### config.mk
export PLATFORM = sky130hd
export DESIGN_NAME = mem_access_seq
export DESIGN_NICKNAME = d
export VERILOG_FILES = /design/src/rtl/mem_access_seq.sv
export SDC_FILE = /design/constraint.sdc
export NUM_CORES = 1
export LEC_CHECK = 0
export ABC_AREA = 1
export CORE_ASPECT_RATIO = 1.2
export CORE_MARGIN = 1
export CORE_UTILIZATION = 47
export DETAILED_ROUTE_END_ITERATION = 8
export PLACE_DENSITY = 0.89
export SYNTH_ARGS = -nofsm -noshare
export SYNTH_HDL_FRONTEND = slang
export SYNTH_SLANG_ARGS = --single-unit
### constraint.sdc
create_clock -name clk -period 5.3 [get_ports clk]
set_clock_uncertainty 0.2 [all_clocks]
set_input_delay 1.59 -clock clk [delete_from_list [all_inputs] [get_ports clk]]
set_output_delay 1.59 -clock clk [all_outputs]
set_load 0.02 [all_outputs]
### src/rtl/mem_access_seq.sv
// mem_access_seq: MEM-stage memory-access sequencer.
// Takes one request, follows 0..MAX_IND pointer levels through the data
// cache, then performs one word/byte load or store and returns one result.
module mem_access_seq #(
  parameter  int DATA_W  = 16,
  parameter  int ADDR_W  = 16,
  parameter  int MAX_IND = 2,
  localparam int LVL_W   = $clog2(MAX_IND + 1)
) (
  input  logic                  clk,
  input  logic                  reset,
  input  logic                  req_valid,
  output logic                  req_ready,
  input  logic [2:0]            req_op,
  input  logic [LVL_W-1:0]      req_levels,
  input  logic [ADDR_W-1:0]     req_addr,
  input  logic [DATA_W-1:0]     req_wdata,
  output logic                  mem_read,
  output logic                  mem_write,
  output logic [ADDR_W-1:0]     mem_address,
  output logic [DATA_W-1:0]     mem_wdata,
  output logic [DATA_W/8-1:0]   mem_wmask,
  input  logic [DATA_W-1:0]     mem_rdata,
  input  logic                  mem_resp,
  output logic                  rsp_valid,
  output logic [DATA_W-1:0]     rsp_data,
  output logic [ADDR_W-1:0]     rsp_addr,
  output logic                  rsp_err,
  output logic                  busy
);

  localparam int NB = DATA_W / 8;
  localparam int LB = $clog2(NB);

  typedef enum logic [1:0] {S_IDLE, S_PTR, S_ACCESS, S_DONE} state_e;

  typedef enum logic [2:0] {
    OP_LDW  = 3'b000,
    OP_LDBZ = 3'b001,
    OP_LDBS = 3'b010,
    OP_STW  = 3'b011,
    OP_STB  = 3'b100
  } op_e;

  state_e              r_state;
  op_e                 r_op;
  logic [ADDR_W-1:0]   r_addr;
  logic [DATA_W-1:0]   r_wdata;
  logic [DATA_W-1:0]   r_data;
  logic [LVL_W-1:0]    r_lvl;
  logic                r_err;

  logic                w_req_illegal;
  logic                w_req_over;
  logic [LVL_W-1:0]    w_req_lvl;
  logic [ADDR_W-1:0]   w_word_addr;
  logic [LB-1:0]       w_lane;
  logic [7:0]          w_byte;
  logic [NB-1:0]       w_lane_mask;
  logic [DATA_W-1:0]   w_load_data;

  // Request decode: illegal opcode and level clamping
  always_comb begin
    w_req_illegal = (req_op > 3'b100);
    w_req_over    = (req_levels > LVL_W'(MAX_IND));
    w_req_lvl     = w_req_over ? LVL_W'(MAX_IND) : req_levels;
  end

  // Address, lane and load-extension helpers derived from the current pointer
  always_comb begin
    w_word_addr = {r_addr[ADDR_W-1:LB], {LB{1'b0}}};
    w_lane      = r_addr[LB-1:0];
    w_byte      = mem_rdata[{w_lane, 3'b000} +: 8];
    w_lane_mask = {{(NB-1){1'b0}}, 1'b1} << w_lane;
    case (r_op)
      OP_LDBZ: w_load_data = {{(DATA_W-8){1'b0}}, w_byte};
      OP_LDBS: w_load_data = {{(DATA_W-8){w_byte[7]}}, w_byte};
      default: w_load_data = mem_rdata;
    endcase
  end

  // Sequencer FSM: accept, chase pointers, access, report
  always_ff @(posedge clk or posedge reset) begin
    if (reset) begin
      r_state <= S_IDLE;
      r_op    <= OP_LDW;
      r_addr  <= '0;
      r_wdata <= '0;
      r_data  <= '0;
      r_lvl   <= '0;
      r_err   <= 1'b0;
    end else begin
      case (r_state)
        S_IDLE: begin
          if (req_valid) begin
            r_addr  <= req_addr;
            r_wdata <= req_wdata;
            r_data  <= '0;
            if (w_req_illegal) begin
              r_op    <= OP_LDW;
              r_lvl   <= '0;
              r_err   <= 1'b1;
              r_state <= S_DONE;
            end else begin
              r_op    <= op_e'(req_op);
              r_lvl   <= w_req_lvl;
              r_err   <= w_req_over;
              r_state <= (w_req_lvl != '0) ? S_PTR : S_ACCESS;
            end
          end
        end
        S_PTR: begin
          if (mem_resp) begin
            r_addr <= mem_rdata;
            r_lvl  <= r_lvl - LVL_W'(1);
            if (r_lvl == LVL_W'(1)) r_state <= S_ACCESS;
          end
        end
        S_ACCESS: begin
          if (mem_resp) begin
            if (r_op == OP_LDW || r_op == OP_LDBZ || r_op == OP_LDBS)
              r_data <= w_load_data;
            r_state <= S_DONE;
          end
        end
        default: r_state <= S_IDLE;
      endcase
    end
  end

  // Cache port and response outputs, decoded from registered state only,
  // so an asynchronous reset drops the strobes in the same cycle
  always_comb begin
    mem_read    = 1'b0;
    mem_write   = 1'b0;
    mem_address = '0;
    mem_wdata   = '0;
    mem_wmask   = '0;
    case (r_state)
      S_PTR: begin
        mem_read    = 1'b1;
        mem_address = w_word_addr;
      end
      S_ACCESS: begin
        case (r_op)
          OP_LDW: begin
            mem_read    = 1'b1;
            mem_address = w_word_addr;
          end
          OP_LDBZ, OP_LDBS: begin
            mem_read    = 1'b1;
            mem_address = r_addr;
          end
          OP_STW: begin
            mem_write   = 1'b1;
            mem_address = w_word_addr;
            mem_wmask   = '1;
            mem_wdata   = r_wdata;
          end
          OP_STB: begin
            mem_write   = 1'b1;
            mem_address = r_addr;
            mem_wmask   = w_lane_mask;
            mem_wdata   = {NB{r_wdata[7:0]}};
          end
          default: ;
        endcase
      end
      default: ;
    endcase
    req_ready = (r_state == S_IDLE);
    busy      = (r_state != S_IDLE);
    rsp_valid = (r_state == S_DONE);
    rsp_data  = r_data;
    rsp_addr  = r_addr;
    rsp_err   = r_err;
  end

endmodule

==> results.txt, run 1 <==
The tools report the number of global-route vias before repair as 3128. The shortest clock period the worst path allows after layout was 4.47 ns. By area, the combinational part of the netlist is dominated by simple AND/OR/NAND/NOR gates. The tools report the number of standard cells in the final layout excluding fillers as 642.

By instance count, the cell type seen most on the critical path is nand2_1. The flow ran to the end, and the final reports show no timing, DRC or antenna violations. For the filler cell count in the final layout, the log shows 545.

For the area of the die, the log shows 6950 um^2. The worst hold-check path type was register to register. The leakage dissipation is 2.14 nW. The count of buffers inserted at the top-level ports is 128, and the total number of placement rows is 32. Net switching is 48.3% of the power.

The average wire per cell in the routed design was 13.7 um. Of all nets on the critical path, the largest fanout is 38. The tools report the remaining number of nets flagged by the antenna check after routing as 0.

The final count of pins violating max slew was 0. After detailed routing, the number of vias per cell comes to 4.96. Along the worst hold path, the cell count comes to 2.

After clock tree synthesis, the setup repair step added 0 buffers. The finished cells cover 4470 um^2. For the worst setup path, the data arrival time is 2.68 ns. The placement-stage worst setup slack was 1.18 ns; the number of buffers and inverters on the critical path was 3. The maximum cell stage delay along the critical path was 0.55 ns; the share of synthesized area occupied by flip-flops and latches was 45.0%.

The area growth from synthesis to layout is 43.8%. STA classifies the critical path endpoint as a primary output. DRC violation total after the first TritonRoute iteration: 222. The cell at the root of the clock tree is clkbuf_8. The clock latency at the later pin of the worst-skew pair was 0.31 ns; the synthesized net count was 501. The HPWL after detailed placement is 6.70 mm. The run gives 634 as the cell total after placement.

The final number of hold-violating endpoints was 0. The run gives 224 MHz as the achievable clock frequency. Of the post-synthesis cell area, the dominant cell type holds 45.0%. The final layout contains routed wiring with a total length of 8.82 mm.

After technology mapping, the gate count stands at 438. The final net count was 619; the clock-pin slew of the registers on the worst-case setup and hold paths was 0.10 ns. Counting flops and latches in the post-synthesis netlist gives 56.

The part of the cycle the worst path needs works out to 84.3%. The proportion of power drawn by the clock network came out at 9.5%. The synthesized area was 3110 um^2. The routability congestion estimate is 0.873. Setup slack closes at 0.834 ns. The synthesized area per cell is 7.10 um^2. Summing the areas of all xor and xnor instances in the mapped netlist gives 0% of the synthesized area.

The effective utilization at floorplan was 48.6%. Traced cell by cell, the critical path runs through inv_1 -> ha_1 -> inv_2 -> nand2_1 -> nand2_1 -> nor2_1 -> clkdlybuf4s50_1. For the maximum number of pins on one net before global-route repair, the log shows 57.

0 antenna diodes ended up in the layout. Per report_power, the combinational group accounts for 60.6% of the total. Die width: 76.3 um. In this run the deepest clock path goes through 2 buffers. In this run the worst setup path begins at r_state[1]. Setup repair after global routing left no endpoint under its margin. Setup violations remaining at the end of the flow were counted as 0.

The H-tree generated during clock tree synthesis spans 2 levels. The net switching component of the power is 0.00121 W. IR analysis of the VDD net gives a maximum drop of 309 uV. The critical path launch point type was a register. The synthesized design spends more area on one cell type than any other, namely dfrtp_1. The overall routing resource usage was 25.9%; the clock sink total was 56. In this run the number of cells on the critical path is 7. The tools report the detailed-route DRC error count as 0. The cts-stage hold buffer count came out at 0. The relative slew slack came out at 22.4%. The source of the worst hold timing path is rsp_data[13]. Slowest cell on the critical path: clkdlybuf4s50_1. Max-cap violations in this run came to 0. The synthesized netlist devotes 11.8% of its cell area to compound gates. The internal power summed over all cells came out at 0.00130 W. The first global-routing pass estimated 14.4 mm of wire. The share of cells above drive strength 1 came out at 4.31%.

For the count of yosys warnings during synthesis, the log shows 0. In the final timing run, aggregate negative setup slack is 0 ns. 129 I/O pins were placed.

The initial antenna violation count came out at 0. After synthesis, the cell types taking the most area are dfrtp_1, nand2_1, inv_1. The run gives 3187 as the number of vias after detailed routing.

The worst register-to-register path begins at r_state[0]. Dividing total power by cell area gives a power density of 561 nW/um^2. The number of clock buffers added by TritonCTS is 5. The height of the chip works out to 91.1 um. Yosys mapped the design onto 23 distinct sky130hd cell types.

The critical path in this run is classified as register to primary output. Actual slew at the worst max-slew pin: 1.16 ns. Among cell families on the critical path, the largest total delay comes from buffers and inverters. The worst hold slack came out at 0.291 ns.

Summed over all layers, the global routing overflow is 0. Gates resized during post-CTS repair numbered 0. The first detailed-routing pass took 5 iterations. TritonCTS built the clock tree. The logic depth of the worst register-to-register path was 6; the setup slack of the worst register-to-register path was 2.98 ns. For the worst setup path, the data required time is 3.51 ns. Multiplexer cells account for 0% of the synthesized area. The adder and majority gate portion of the synthesized area was 2.41%; the area of placed instances was 4380 um^2. After Yosys synthesis, and, or, nand and nor cells account for 29.5% of the synthesized area. In this run the standard cell core region covers 6410 um^2. Sequential cells burn 29.9% of the power.
worst paths after layout:
kind                                        to
worst min-delay path              rsp_data[13]
worst min register to register    rsp_data[13]
worst max register to register         r_op[0]
max in group asynchronous             r_lvl[0]
min in group asynchronous          r_wdata[11]
worst max-delay path            mem_address[5]
sequential cells by signal, indices dropped and copies added (netlist names):
register / count
r_lvl: 2
r_wdata: 16
rsp_addr: 16
r_state: 2
r_op: 3
rsp_err: 1
rsp_data: 16
metal layers:
metal,GRT usage [%],vias to the layer above,part of all wire [%]
met4,6.41,0,1.5
met5,0,-,0
met3,6.43,15,8.2
met1,31.1,1441,41
met2,46.2,148,49
li1,-,1583,-
stage by stage:
stage	util, %	total power, W
after floorplan	-	0.00175
after global placement	68.4	0.00222
after detailed placement	68.4	0.00227
after CTS	69.8	0.00252
after global routing	69.8	0.00270
final	69.8	0.00251
logic make-up (layout without fill, tap and decap cells):
family / after synthesis / in the layout
and+or+nand+nor: 228 / 228
buffers and inverters: 79 / 198
AOI/OAI and AO/OA: 69 / 69
DFF: 56 / 56
adders and majority gates: 6 / 6
synthesized netlist by cell type:
library cell,count
a21oi_1,15
a21oi_2,1
buf_2,7
buf_4,2
buf_6,5
clkbuf_1,3
clkinv_1,2
dfrtp_1,56
ha_1,6
inv_1,55
inv_2,5
nand2_1,162
nand2_2,3
nand3_1,29
nand3_2,1
nor2_1,30
nor2_2,2
nor2_4,1
o21a_1,1
o21ai_0,35
o21ai_1,15
o21ai_2,1
o21ai_4,1
cell type report:
cell class / instances / area, um^2 / share of cell area (%)
inverters: 62 / 233 / 5.20
clock inverters: 3 / 23.8 / 0.531
well taps: 85 / 106 / 2.38
multi-input cells: 303 / 1360 / 30.4
flip-flops and latches: 56 / 1400 / 31.3
clock buffers: 5 / 68.8 / 1.54
repair buffers: 128 / 1280 / 28.6
cell usage in the layout (no fill, tap or decap), drive strengths merged:
cell type	n
a21oi	16
clkbuf	5
clkdlybuf4s50	128
clkinv	3
clkinvlp	2
dfrtp	56
ha	6
inv	60
nand2	165
nand3	30
nor2	33
o21a	1
o21ai	52
tightest hold or removal path, stage by stage (launching register included):
cell and delay (ns):
dfrtp_1 0.36, nand2_1 0.05, nand2_1 0.05
power groups by stage:
stage / Sequential (W) / Combinational [W] / Clock, W
after floorplan: 0.000855 / 0.000893 / 0
after global placement: 0.000747 / 0.00148 / 0
after detailed placement: 0.000758 / 0.00151 / 0
after CTS: 0.000751 / 0.00152 / 0.000242
after global routing: 0.000775 / 0.00167 / 0.000258
final: 0.000752 / 0.00152 / 0.000238
Power figures use the tool's default switching activity.
==> inputs of run 2 (changes only) <==
- CORE_UTILIZATION: 47 -> 39
- PLACE_DENSITY: 0.89 -> 0.79
- clock period: 5.3 -> 3.9 ns (I/O delays scaled with it)
==> results.txt, run 2 (synthesized netlist as in run 1, its figures left out) <==
Launching instance or port of the critical path: r_state[1] (unchanged). The tools report the cell at the root of the clock tree as clkbuf_8 (unchanged). The standard cell core area is 7710 um^2 (was 6410 um^2), and the average wire per cell in the routed design is 13.4 um (was 13.7 um). The final sum of negative setup slack was 0 ns (unchanged).

Maximum cell stage delay along the critical path: 0.62 ns (was 0.55 ns). The total number of H-tree levels came out at 2 (unchanged). The area growth from synthesis to layout works out to 45.0% (was 43.8%).

The slowest cell on the critical path was clkdlybuf4s50_1 (unchanged). The count of buffers inserted at the top-level ports works out to 128 (unchanged). The global-route wire length before repair is 15.0 mm (was 14.4 mm).

The largest fanout of any net on the critical path was 15 (was 38); the clock latency at the later pin of the worst-skew pair was 0.32 ns (was 0.31 ns). The number of buffers inserted to repair setup after CTS is 0 (unchanged), and the height of the chip is 99.9 um (was 91.1 um). Critical path start-end classification: register to primary output (unchanged). The run finished with clean final reports. The actual slew at the worst max-slew pin works out to 0.727 ns (was 1.16 ns). The part of the cycle the worst path needs was 95.0%; the effective utilization at floorplan was 40.4% (was 48.6%).

The relative slew slack is 51.5% (was 22.4%), and the total number of placement rows is 35 (was 32). The most used routing layer was met2 (unchanged). The logs give 2.53 ns (was 3.51 ns) for the worst endpoint required time and 4420 um^2 (was 4380 um^2) for the area of placed instances.

Setup repair after global routing left no endpoint under its margin. The routability congestion estimate is 0.879 (was 0.873). Most common cell after layout, fill and taps aside: nand2_1 (unchanged). Top library cells by usage in the layout, fill and taps aside: nand2_1, clkdlybuf4s50_1, dfrtp_1 (unchanged). The leakage dissipation is 2.16 nW (was 2.14 nW), and the final number of hold-violating endpoints is 0 (unchanged).

The endpoint class of the critical path was a primary output (unchanged). The worst hold-check path type is register to register (unchanged). The maximum number of pins on one net before global-route repair was 36 (was 57). The remaining number of nets flagged by the antenna check after routing was 0 (unchanged). The detailed-route DRC error count was 0 (unchanged). The clock tree buffer depth was 2 (unchanged); the total wire length after detailed routing was 8.77 mm (was 8.82 mm).

The clock sink total is 56 (unchanged). The source of the worst hold timing path was rsp_data[13] (unchanged). The number of antenna diodes is 0 (unchanged). The post-route cell area was 4510 um^2 (was 4470 um^2); the number of global-route vias before repair was 3114 (was 3128). For the DRC violation total after the first TritonRoute iteration, the log shows 103 (was 222). Number of clock buffers inserted by TritonCTS: 5 (unchanged). The tools report the cts-stage hold buffer count as 0 (unchanged).

The ratio of total power to cell area was 758 nW/um^2 (was 561 nW/um^2); the post-route core utilization was 58.6% (was 69.8%). Number of setup violations in the final report: 0 (unchanged). The detailed placer's ending HPWL is 6.71 mm (was 6.70 mm), and the area of the die is 8340 um^2 (was 6950 um^2). The critical path launch point type was a register (unchanged).

The number of vias per cell after detailed routing works out to 4.85 (was 4.96). Clock-pin slew of the registers on the worst-case setup and hold paths: 0.11 ns (was 0.10 ns). The final count of pins violating max slew was 0 (unchanged). The number of ports placed on the die boundary is 129 (unchanged), and the global route total overflow is 0 (unchanged). The beginning of the worst register-to-register path is r_state[1] (was r_state[0]). The share of cells above drive strength 1 was 5.17% (was 4.31%); the total of max-cap violations was 0 (unchanged). The die width came out at 83.5 um (was 76.3 um). The data arrival time at the worst-slack endpoint was 2.33 ns (was 2.68 ns); the achievable clock frequency was 270 MHz. The final net count is 623 (was 619), and the shortest clock period the worst path allows after layout is 3.70 ns. The run gives 0.00342 W (was 0.00251 W) as the final total power.

TritonCTS built the clock tree. The initial antenna violation count was 0 (unchanged); the peak ir drop on the vdd network was 453 uV (was 309 uV). The tools report the global-route met1 utilization as 27.8% (was 31.1%). CP Cell Sequence: inv_1 -> ha_1 -> inv_2 -> nand2_1 -> nand2_2 -> nor2_1 -> clkdlybuf4s50_1 (was inv_1 -> ha_1 -> inv_2 -> nand2_1 -> nand2_1 -> nor2_1 -> clkdlybuf4s50_1). The met3 track utilization from global routing came out at 3.62% (was 6.43%).

The logs give 4 (was 5) for the number of iterations in the first detailed-routing pass and 3170 (was 3187) for the number of vias after detailed routing. The logs give 22.1% (was 25.9%) for the overall routing resource usage and 39.8% (was 46.2%) for the routing usage on met2.
==> run 2: cell types whose count changed in the layout (fill, tap and decap cells not counted), sizes merged <==
cell	change
buf	+4
clkinvlp	-1
inv	+1
==> run 2: routing by layer <==
layer	share of wire [%]	wire [um]
met2	49	4280
met5	0	0
met1	42	3680
met3	7.4	651
met4	1.8	155
==> run 2: final timing paths <==
kind,endpoint,slack (ns),cells past startpoint
worst max-delay path,mem_address[4],0.20,7
worst min-delay path,rsp_data[13],0.29,2
worst max register to register,r_op[2],1.51,6
worst min register to register,rsp_data[13],0.29,2
max in group asynchronous,rsp_addr[15],2.11,3
min in group asynchronous,r_wdata[3],1.01,3
==> run 2: critical path, delay by kind of cell (launching register included) <==
kind,cells,cell delay (ns)
adders and majority gates,1,0.25
buffers and inverters,3,0.88
and+or+nand+nor,3,0.43
DFF,1,0.46
==> run 2: final cells by class <==
cell class / instances / area (um^2)
flip-flops and latches: 56 / 1400
repair buffers: 132 / 1310
well taps: 92 / 115
clock inverters: 3 / 21.3
clock buffers: 5 / 68.8
inverters: 62 / 233
multi-input cells: 303 / 1360
fillers: 705 / 3190
==> run 2: repair_timing <==
action,4_1_cts,5_1_grt
resized for setup,0,1
setup endpoints to repair,0,15
hold endpoints to repair,0,0
==> run 2: through the flow <==
| step | hold slack (ns) | instances | worst slack [ns] |
|---|---|---|---|
| floorplan | 0.249 | 438 | 0.992 |
| finish | 0.291 | 653 | 0.197 |
| global route | 0.319 | 653 | 0.00925 |
| global placement | 0.265 | 645 | 0.535 |
| detailed placement | 0.265 | 645 | 0.411 |
| CTS | 0.293 | 653 | 0.0469 |
==> run 2: where the power goes <==
part	internal (W)	switching [W]
combinational	0.000813	0.00127
clock	0.000128	0.000198
sequential	0.000844	0.000170
==> inputs of run 3 (changes only) <==
- CAP_MARGIN: default -> 20
==> results of run 3 <==
The final DEF is identical to that of run 2; final timing and power are the same.
==> patch 1 (flow settings as in run 2) <==
The parameter `MAX_IND` goes from 2 to 4.
--- a/src/rtl/mem_access_seq.sv
+++ b/src/rtl/mem_access_seq.sv
@@ -4,7 +4,7 @@
 module mem_access_seq #(
   parameter  int DATA_W  = 16,
   parameter  int ADDR_W  = 16,
-  parameter  int MAX_IND = 2,
+  parameter  int MAX_IND = 4,
   localparam int LVL_W   = $clog2(MAX_IND + 1)
 ) (
   input  logic                  clk,
Ports: changed (resized req_levels); port bits go from 129 to 130. The function was not compared with the original's and may differ.
==> patch 1 against run 2 <==
The run now ends with DRC left. Cell count is 3.4% higher. Sequential cell count is 1 higher. Setup slack worse by 0.047 ns. Total power is 10% higher. Design area is 5.4% higher. Synthesized area is 2.7% higher. Routed wire length is 2.4% higher. Die area is 2.6% higher. Highest routed layer unchanged.
==> patch 1: results (changes against run 2) <==
number of port buffers - 129 (+0.78%)
cells taking the most area after synthesis - sky130_fd_sc_hd__dfrtp_1 45%, sky130_fd_sc_hd__nand2_1 19%, sky130_fd_sc_hd__inv_1 6.9%, sky130_fd_sc_hd__o21ai_0 6.7%, sky130_fd_sc_hd__nand3_1 4.7%
result of the run - finished, violations left
fill cell instance count of the final layout - 711 (+0.85%)
number of DRC markers in iteration 0 - 169 (+64%)
TritonRoute pass-1 iters - 9 (+5)
H-tree Lvls - 3 (+1)
number of cell instances on the worst register-to-register path - 8 (+2)
cell total after placement - 659 (+2.2%)
maximum number of pins on one net before global-route repair - 58 (+61%)
DRC viols - 2 (+2)
via count normalized by instance count - 4.84 (-0.30%)
combinational power share - 55.5% (-5.3 points)
standard cell area after detailed placement - 4520 um^2 (+2.2%)
overall routing resource usage - 22.2% (+0.16 points)
Arrival @ worst endpoint - 2.38 ns (+0.05 ns)
area fraction in compound gates after synthesis - 11.2% (-0.54 points)
clock-pin slew reported for the worst setup and hold paths after clock tree synthesis - 0.07 ns (-0.04 ns)
share of synthesized cell area in full adder, half adder and majority cells - 2.74% (+0.33 points)
pin slew with the least headroom to its limit - 0.763 ns (+0.0358 ns)
insertion delay of the later-clocked pin in the worst-skew pair - 0.34 ns (+0.02 ns)
fraction of final layout cells with drive strength greater than 1 - 6.00% (+0.83 points)
CTS buffer count - 9 (+4)
weighted congestion reported at the end of routability-driven placement - 0.845 (-3.9%)
routed length per instance - 13.3 um (-0.96%)
Syn Nets - 518 (+3.4%)
worst vdd ir - 494 uV (+9.0%)
number of standard cells in the layout, taps in and fillers out - 675 (+3.4%)
sum of net half-perimeters after detailed placement - 6570 um (-2.1%)
failing checks - DRC
count of cell types in the netlist - 25 (+8.7%)
synthesized instance count - 453 (+3.4%)
commonest cells in the netlist - 161 x sky130_fd_sc_hd__nand2_1, 59 x sky130_fd_sc_hd__inv_1, 57 x sky130_fd_sc_hd__dfrtp_1
wire length of the first global-routing pass - 14,700 um (-1.6%)
Clock power frac - 16.9% (+7.4 points)
-- patch 1: final timing paths --
path                        startpoint        endpoint  slack, ns
max in group asynchronous        reset         rsp_err       1.87
setup reg to reg            r_state[1]     rsp_addr[2]       1.59
hold reg to reg            rsp_data[5]     rsp_data[5]       0.27
hold / removal             rsp_data[5]     rsp_data[5]       0.27
setup / recovery            r_state[0]  mem_address[1]       0.15
min in group asynchronous        reset     r_wdata[15]       1.15
-- patch 1: worst max-delay path: stages (launching register included) --
cell                              delay, ns
sky130_fd_sc_hd__dfrtp_1               0.43
sky130_fd_sc_hd__inv_1                 0.12
sky130_fd_sc_hd__ha_1                  0.31
sky130_fd_sc_hd__nand2_1               0.10
sky130_fd_sc_hd__nand2_1               0.09
sky130_fd_sc_hd__nand2_2               0.19
sky130_fd_sc_hd__nor2_1                0.17
sky130_fd_sc_hd__clkdlybuf4s50_1       0.64
-- patch 1: layer usage --
| metal | GRT usage, % | share of wire [%] |
|---|---|---|
| met4 | 8.60 | 2.2 |
| met5 | 0 | 0 |
| met1 | 25.7 | 41 |
| met2 | 39.9 | 51 |
| met3 | 5.54 | 6.5 |
-- patch 1: kinds of logic after synthesis --
logic type / Yosys count
and+or+nand+nor: 239
buffers and inverters: 82
AOI/OAI and AO/OA: 68
DFF: 57
adders and majority gates: 7
-- patch 1: area by class of cell --
cell class | count | area [um^2] | area share, %
sequential | 57 | 1430 | 30.0
tap | 92 | 115 | 2.42
clock inverter | 5 | 77.6 | 1.63
multi-input combinational | 314 | 1430 | 30.1
inverter | 64 | 240 | 5.05
timing repair buffer | 132 | 1310 | 27.6
clock buffer | 11 | 151 | 3.18
==> patch 2 (settings of run 2) <==
Without the edit above. Reset style: synchronous (`reset`), changed in one clocked block. Comments in the files are not updated.
--- a/src/rtl/mem_access_seq.sv
+++ b/src/rtl/mem_access_seq.sv
@@ -80,7 +80,7 @@
   end
 
   // Sequencer FSM: accept, chase pointers, access, report
-  always_ff @(posedge clk or posedge reset) begin
+  always_ff @(posedge clk) begin
     if (reset) begin
       r_state <= S_IDLE;
       r_op    <= OP_LDW;
Function: differs if reset is asserted again (counterexample within 4 cycles, from zero or initial values and one cycle with reset high); with reset held inactive, the same outputs for 10 cycles.
==> patch 2 against run 2 <==
Total power down 19%. Sequential power down 10%. Routed wire length up 4.0%. Clock power up 3%. Design area down 3.0%. Cell count up 2.0%. Sequential cell count unchanged. Synthesized area down 4.7%. Setup slack worse by 0.087 ns. Critical path type unchanged. Critical endpoint is now mem_wdata[2].
==> patch 2: results (changes against run 2) <==
endpoint of the worst hold-timing path - rsp_data[12]
net total in the final layout - 638 (+2.4%)
standard cell area after detailed placement - 4280 um^2 (-3.2%)
antenna violations before repair - 0 (unchanged)
cell total after placement - 658 (+2.0%)
Placement Setup Slack - 0.434 ns (+0.0232 ns)
pin slew with the least headroom to its limit - 0.812 ns (+0.0849 ns)
cells taking the most area after synthesis - sky130_fd_sc_hd__dfxtp_1 38%, sky130_fd_sc_hd__nand2_1 13%, sky130_fd_sc_hd__nor2_1 9.5%, sky130_fd_sc_hd__o21ai_0 8.9%, sky130_fd_sc_hd__a21oi_1 7.9%
clock-pin slew reported for the worst setup and hold paths after clock tree synthesis - 0.11 ns (about the same)
maximum number of pins on one net before global-route repair - 39 (+8.3%)
Yosys warning total - 0 (unchanged)
reg2reg start - r_state[1]
Min Hold Slack - 0.272 ns (-0.0185 ns)
Arrival @ worst endpoint - 2.42 ns (+0.09 ns)
H-tree Lvls - 2 (unchanged)
Internal Dissipation - 1.48 mW (-17%)
overall routing resource usage - 23.1% (+1.1 points)
commonest cells in the netlist - 102 x sky130_fd_sc_hd__nand2_1, 75 x sky130_fd_sc_hd__nor2_1, 56 x sky130_fd_sc_hd__dfxtp_1
leakage power total - 1.76 nW (-19%)
Worst Min Path Start - rsp_data[12]
worst r2r dst - r_lvl[0]
mean instance size in the synthesized netlist - 6.49 um^2 (-8.6%)
final worst-path cycle share - 97.2% (+2.2 points)
weighted congestion reported at the end of routability-driven placement - 0.797 (-9.3%)
top_reg_cell synth - sky130_fd_sc_hd__dfxtp_1
sum of net half-perimeters after detailed placement - 6900 um (+2.8%)
root buffer cell - sky130_fd_sc_hd__clkbuf_8
result of the run - completed
CTS buffer count - 5 (unchanged)
count of cell types in the netlist - 30 (+30%)
number of cell instances on the worst register-to-register path - 8 (+2)
Detailed Route WL - 9110 um (+4.0%)
vias post-DR - 3,319 (+4.7%)
worst vdd ir - 306 uV (-32%)
TritonRoute pass-1 iters - 5 (+1)
number of DRC markers in iteration 0 - 231 (+120%)
start point of the critical path - r_state[0]
capturing element of the worst setup path - mem_wdata[2]
vias in the first global route - 3,081 (-1.1%)
Hold Crit Class - register to register
hold-critical path depth - 2 (unchanged)
CP max FO - 8 (-7)
fraction of final layout cells with drive strength greater than 1 - 4.86% (-0.31 points)
insertion delay of the later-clocked pin in the worst-skew pair - 0.32 ns (about the same)
sequential fraction of the synthesis area - 37.8% (-7.2 points)
flop2flop setup slack - 1.43 ns (-0.08 ns)
wire length of the first global-routing pass - 14,300 um (-4.7%)
total inserted antenna cells - 0 (unchanged)
ys async rst share - 0% (-100 points)
largest buffer count on any clock path - 2 (unchanged)
number of port buffers - 128 (unchanged)
number of standard cells in the layout, taps in and fillers out - 666 (+2.0%)
Syn Nets - 520 (+3.8%)
[patch 2: final cells by class]
class / instances / area [um^2]
Fill cell: 719 / 2940
Clock inverter: 3 / 26.3
Clock buffer: 5 / 68.8
Tap cell: 90 / 113
Multi-Input combinational cell: 329 / 1540
Timing Repair Buffer: 133 / 1320
Sequential cell: 56 / 1120
Inverter: 50 / 193
[patch 2: per-layer routing]
metal	vias up	global-route usage, %	routed length [um]
met2	144	41.2	4480
met5	-	0	0
li1	1692	-	-
met4	0	7.42	172
met3	14	5.73	821
met1	1469	26.2	3640
[patch 2: critical path, stage by stage (launching register included)]
cell and delay (ns):
sky130_fd_sc_hd__dfxtp_1 0.38, sky130_fd_sc_hd__inv_1 0.11, sky130_fd_sc_hd__ha_1 0.26, sky130_fd_sc_hd__o21ai_1 0.14, sky130_fd_sc_hd__nor2_1 0.26, sky130_fd_sc_hd__inv_1 0.20
sky130_fd_sc_hd__nor2_1 0.14, sky130_fd_sc_hd__clkdlybuf4s50_1 0.62
[patch 2: timing repair]
item	4_1_cts	5_1_grt
resized for setup	0	1
buffers inserted	0	0
endpoints found under the hold margin	0	0
setup endpoints to repair	0	14
[patch 2: cell families (layout without fill, tap and decap cells)]
kind of cell             count (synthesis)  count (layout)  synth area share (%)
AO/OA/AOI/OAI                          109             109                  19.3
adder cells (fa/ha/maj)                  6               6                  2.53
buffers and inverters                   72             191                  10.5
flip-flops                              56              56                  37.8
AND/OR/NAND/NOR                        214             214                  29.9
[patch 2: power groups by stage]
stage                     logic, mW  registers [mW]  clock network (mW)
after floorplan               0.864            1.02                   0
after global placement         1.48           0.908                   0
after detailed placement       1.51           0.919                   0
after CTS                      1.52           0.905               0.345
after global routing           1.67           0.929               0.364
final                          1.52           0.905               0.337
